`src/rtl/seg_pkg.sv`:
```
// Shared constants for the seven-segment display path.
package seg_pkg;

   // All segments dark (active-low bus).
   localparam logic [7:0] SEG_OFF = 8'hFF;

   // Default number of multiplexed digits.
   localparam int DEF_DIGITS = 8;

   // Active-low codes produced by the 3-bit decoder stage, {a,b,c,d,e,f,g,dp}.
   localparam logic [7:0] SEG_D0 = 8'h03;
   localparam logic [7:0] SEG_D1 = 8'h9F;
   localparam logic [7:0] SEG_D2 = 8'h25;
   localparam logic [7:0] SEG_D3 = 8'h0D;
   localparam logic [7:0] SEG_D4 = 8'h99;
   localparam logic [7:0] SEG_D5 = 8'h49;
   localparam logic [7:0] SEG_D6 = 8'h41;
   localparam logic [7:0] SEG_D7 = 8'h1F;

endpackage

```
`src/rtl/seg_scan_timer.sv`:
```
// Slot/digit counters for the scan driver plus phase strobes decoded from them.
module seg_scan_timer #(
   parameter int DIGITS  = 8,
   parameter int CLK_DIV = 50000,
   parameter int BLANK   = 16,
   parameter int CW      = $clog2(CLK_DIV),
   parameter int DW      = (DIGITS > 1) ? $clog2(DIGITS) : 1
) (
   input  logic          clk,
   input  logic          rst_n,
   input  logic          en_i,
   output logic [DW-1:0] dig_idx_o,
   output logic          blank_o,
   output logic          show_o,
   output logic          frame_end_o
);

   localparam logic [CW-1:0] DIV_LAST = CW'(CLK_DIV - 1);
   localparam logic [DW-1:0] DIG_LAST = DW'(DIGITS - 1);

   logic [CW-1:0] div_cnt_q, div_cnt_d;
   logic [DW-1:0] dig_idx_q, dig_idx_d;
   logic          in_blank;
   logic          slot_end;

   // Leading part of the slot is dark; a zero-length window never matches.
   generate
      if (BLANK == 0) begin : g_noblank
         assign in_blank = 1'b0;
      end else begin : g_blank
         localparam logic [CW-1:0] BLANK_C = CW'(BLANK);
         assign in_blank = (div_cnt_q < BLANK_C);
      end
   endgenerate

   assign slot_end = (div_cnt_q == DIV_LAST);

   // Advance slot counter, step digit on slot end; hold at zero while disabled.
   always_comb begin
      div_cnt_d = div_cnt_q;
      dig_idx_d = dig_idx_q;
      if (!en_i) begin
         div_cnt_d = '0;
         dig_idx_d = '0;
      end else if (slot_end) begin
         div_cnt_d = '0;
         dig_idx_d = (dig_idx_q == DIG_LAST) ? '0 : dig_idx_q + 1'b1;
      end else begin
         div_cnt_d = div_cnt_q + 1'b1;
      end
   end

   // Counter state registers.
   always_ff @(posedge clk or negedge rst_n) begin
      if (!rst_n) begin
         div_cnt_q <= '0;
         dig_idx_q <= '0;
      end else begin
         div_cnt_q <= div_cnt_d;
         dig_idx_q <= dig_idx_d;
      end
   end

   assign dig_idx_o   = dig_idx_q;
   assign blank_o     = en_i & in_blank;
   assign show_o      = en_i & ~in_blank;
   assign frame_end_o = en_i & slot_end & (dig_idx_q == DIG_LAST);

endmodule

```
`src/rtl/seg_scan.sv`:
```
// Double-buffered, blanked time-multiplexed seven-segment scan driver.
module seg_scan
   import seg_pkg::*;
#(
   parameter int DIGITS  = DEF_DIGITS,
   parameter int CLK_DIV = 50000,
   parameter int BLANK   = 16
) (
   input  logic                clk,
   input  logic                rst_n,
   input  logic                i_en,
   input  logic                i_load,
   input  logic [DIGITS*8-1:0] i_seg_bus,
   output logic [7:0]          o_seg,
   output logic [DIGITS-1:0]   o_an,
   output logic                o_frame
);

   localparam int DW = (DIGITS > 1) ? $clog2(DIGITS) : 1;

   logic [DIGITS-1:0][7:0] shadow_q, shadow_d;
   logic [DIGITS-1:0][7:0] disp_q, disp_d;
   logic [DIGITS-1:0][7:0] bus_w;
   logic                   pending_q, pending_d;
   logic [7:0]             seg_q, seg_d;
   logic [DIGITS-1:0]      an_q, an_d;
   logic                   frame_q;

   logic [DW-1:0] dig_idx;
   logic          t_blank, t_show, t_frame_end;
   logic          swap;

   assign bus_w = i_seg_bus;

   seg_scan_timer #(
      .DIGITS  (DIGITS),
      .CLK_DIV (CLK_DIV),
      .BLANK   (BLANK)
   ) u_timer (
      .clk         (clk),
      .rst_n       (rst_n),
      .en_i        (i_en),
      .dig_idx_o   (dig_idx),
      .blank_o     (t_blank),
      .show_o      (t_show),
      .frame_end_o (t_frame_end)
   );

   // While disabled there is no frame to tear, so every cycle acts as a boundary.
   assign swap = t_frame_end | ~i_en;

   // Shadow capture and boundary swap; a load coinciding with the swap goes straight through.
   always_comb begin
      shadow_d  = shadow_q;
      disp_d    = disp_q;
      pending_d = pending_q;
      if (i_load) begin
         shadow_d  = bus_w;
         pending_d = 1'b1;
      end
      if (swap) begin
         if (i_load) begin
            disp_d    = bus_w;
            pending_d = 1'b0;
         end else if (pending_q) begin
            disp_d    = shadow_q;
            pending_d = 1'b0;
         end
      end
   end

   // Next output values from this cycle's phase; dark unless in the lit part of a slot.
   always_comb begin
      seg_d = SEG_OFF;
      an_d  = '1;
      if (t_show && !t_blank) begin
         seg_d = disp_q[dig_idx];
         an_d  = ~(DIGITS'(1) << dig_idx);
      end
   end

   // Buffers and registered outputs; reset darkens the display without a clock.
   always_ff @(posedge clk or negedge rst_n) begin
      if (!rst_n) begin
         shadow_q  <= {DIGITS{SEG_OFF}};
         disp_q    <= {DIGITS{SEG_OFF}};
         pending_q <= 1'b0;
         seg_q     <= SEG_OFF;
         an_q      <= '1;
         frame_q   <= 1'b0;
      end else begin
         shadow_q  <= shadow_d;
         disp_q    <= disp_d;
         pending_q <= pending_d;
         seg_q     <= seg_d;
         an_q      <= an_d;
         frame_q   <= t_frame_end;
      end
   end

   assign o_seg   = seg_q;
   assign o_an    = an_q;
   assign o_frame = frame_q;

endmodule

```
`config.mk`:
```
export PLATFORM = sky130hd
export DESIGN_NAME = seg_scan
export DESIGN_NICKNAME = d
export VERILOG_FILES = /design/src/rtl/seg_pkg.sv /design/src/rtl/seg_scan_timer.sv /design/src/rtl/seg_scan.sv
export SDC_FILE = /design/constraint.sdc
export NUM_CORES = 1
export LEC_CHECK = 0
export CAP_MARGIN = 40
export CORE_UTILIZATION = 40
export CTS_BUF_LIST = sky130_fd_sc_hd__clkbuf_4
export CTS_CLUSTER_SIZE = 16
export DETAILED_ROUTE_END_ITERATION = 16
export PLACE_DENSITY = 0.66
export SYNTH_ARGS = -nofsm -noshare
export SYNTH_HDL_FRONTEND = slang
export SYNTH_SLANG_ARGS = --single-unit
```
`constraint.sdc`:
```
create_clock -name clk -period 2.5 [get_ports clk]
set_input_delay 0.25 -clock clk [delete_from_list [all_inputs] [get_ports clk]]
set_output_delay 0.25 -clock clk [all_outputs]
set_load 0.05 [all_outputs]
```
==> results.cfg <==
[grt]
grt_overflow = 0
use_met3_pct = 4.14
antenna_found_initial = 1
grt_use_total_pct = 15.4
met2_usage_pct = 26.4
use_met1_pct = 18.9
busiest_layer = met2
grt_pass1_wl_um = 21300
grt_pass1_vias = 4080
grt_max_degree = 72

[floorplan]
die_h_um = 136
dieArea_um2 = 18500
fp.coreArea_um2 = 17400
row_count = 48
num_io_pins = 85
dieWidth_um = 136
initial_utilization_pct = 41.2

[synthesis]
yosysUniqueCellTypes = 31
synth_common_cells = 144 x dfstp_2, 68 x mux2_2, 60 x mux2_4
ys.flop_type = dfstp_2
async_flop_share_pct = 100
syn_nets = 517
yosys_warnings = 0
ys_seq_area_share_pct = 60.1
synth-edff-count = 0
yosys.area.top_type = dfstp_2
synth-seq-cells = 165
synthTopCellsByArea = dfstp_2 53%, mux2_4 13%, mux2_2 11%
synthCells = 442
synth_area_um2 = 7170
synth.most_common_cell = dfstp_2
syn_area_per_cell_um2 = 16.2
synth_top_area_share_pct = 52.7

[setup_path]
cp_slowest_stage_delay_ps = 460
worstPathRequired_ps = 2980
path_cells = ha_1 -> and4_1 -> and4_1 -> a31oi_4 -> buf_12 -> mux2_2
path_delay_family = flip-flops
worst_path_max_delay_cell = dfrtp_1
worstSetupPathType = reg2reg
cp_num_buf_inv = 1
crit_path_end_kind = register
start_kind = register
cp_max_fo = 32
worstPathArrival_ps = 2660
crit_top_cell = and4_1

[placement]
place_hpwl_um = 8850
dp_cells = 739
portBuffers = 84
gp_congestion = 0.820

[finish]
syn_to_final_growth_pct = 19.1
n_antenna_cell = 0
instances_no_fill = 772
drive_gt1_share_pct = 60.9
nets = 609

[clock_network]
post_cts_buffers = 0
clk_pin_slew_worst_paths_ps = 160
cts_tree = yes
root_buffer = clkbuf_4
cts-buffers-inserted = 17
clock_latency_ps = 560
htreeDepth = 4
clock-sinks = 165
cts_max_path_buffers = 2

[routing]
first_iter_violations = 137
num_vias = 3808
drc = 0
drtAntennaViolNets = 0
avgViaCountPerCell = 4.93
first_pass_iters = 6
wl_per_cell_um = 17.0
wl_um = 13100

[sta]
rsz0062_at_grt = no
worst_pin_slew_ps = 847
fin_skew_ps = 25.8
finalHoldViolations = 0
setup_viol = 0
setup_tns_ps = 0
timing.final.crit_share_pct = 87.2
relSlewSlack_pct = 43.6
clock.fmax_mhz = 459
maxSlewViolCount = 0
min_period_ps = 2180

[pwr]
leakage_nw = 3.40
ir_drop_mv = 0.265
p_per_area_nw_per_um2 = 667

[job]
cap_violations = 0

[outcome]
outcome = finished clean

[min_path]
hold_path.class = in2async
report_power, final:
part | internal [mW] | switching [mW] | leakage (nW)
Clock | 0.518 | 0.984 | 0.143
Combinational | 0.557 | 0.292 | 1.45
Sequential | 3.21 | 0.142 | 1.80
cell families after synthesis:
logic type | share of synthesized area (%)
AO/OA/AOI/OAI | 1.50
XOR/XNOR | 1.71
adder cells (fa/ha/maj) | 1.22
buffers and inverters | 2.18
flip-flops | 60.1
multiplexers | 28.5
AND/OR/NAND/NOR | 4.78
sequential cells by signal (all words and copies together) (netlist names):
| register | flops |
|---|---|
| u_timer.dig_idx_o | 3 |
| o_frame | 1 |
| o_seg | 8 |
| shadow_q | 64 |
| disp_q | 64 |
| pending_q | 1 |
| o_an | 8 |
| u_timer.div_cnt_q | 16 |
through the flow:
stage	hold WS, ps	power (mW)	utilization, %	setup WS (ps)	area (um^2)
finish	92.6	5.70	49.1	319	8550
global route	73.0	5.97	49.1	189	8550
CTS	53.2	5.79	49.1	255	8550
detailed placement	145	4.25	47.5	358	8270
global placement	136	4.21	47.5	386	8270
floorplan	-45.6	3.94	-	415	7170
final cells by class:
type                       instances  area (um^2)
clock buffer                      17          128
tap                              225          282
sequential                       165         4310
clock inverter                    15          141
inverter                           7         26.3
multi-input combinational        249         2710
fill                            1494         8870
timing repair buffer              94          952
final timing paths:
path                                       from                     to  slack (ps)  depth (start not counted)
setup / recovery           u_timer.div_cnt_q[0]             disp_q[39]         320                          6
hold / removal                            rst_n  u_timer.div_cnt_q[15]          90                          2
setup reg to reg           u_timer.div_cnt_q[0]             disp_q[39]         320                          6
hold reg to reg            u_timer.div_cnt_q[0]   u_timer.div_cnt_q[0]         540                          1
max in group asynchronous                 rst_n            shadow_q[5]        1630                          3
min in group clk                         i_load              pending_q         120                          3
cells in the final DEF (no fill, tap or decap), drive strengths merged, types with 6 or more instances in the layout:
master         instances
buf                   11
nor4                   6
dfrtp                 21
dfstp                144
inv                   16
ha                     7
mux4                  16
xnor2                 12
nor2                  25
nand2                 14
mux2                 128
clkdlybuf4s50         82
nand3                  6
clkbuf                17
o22a                   8
worst reg2reg max path: stages (launching register included):
cell and delay (ps):
dfrtp_1 460, ha_1 260, and4_1 170, and4_1 290
a31oi_4 260, buf_12 280, mux2_2 370
metal layers:
| layer | share of wire (%) | up-vias |
|---|---|---|
| met1 | 44 | 1970 |
| li1 | - | 1754 |
| met3 | 3.8 | 17 |
| met2 | 51 | 65 |
| met5 | 0.076 | - |
| met4 | 1.3 | 2 |
what timing repair did:
action	CTS	global route
hold buffers	1	0
gates resized for setup	0	0
endpoints found under the hold margin	30	0
Note: power is estimated with default switching activity, not from simulation.
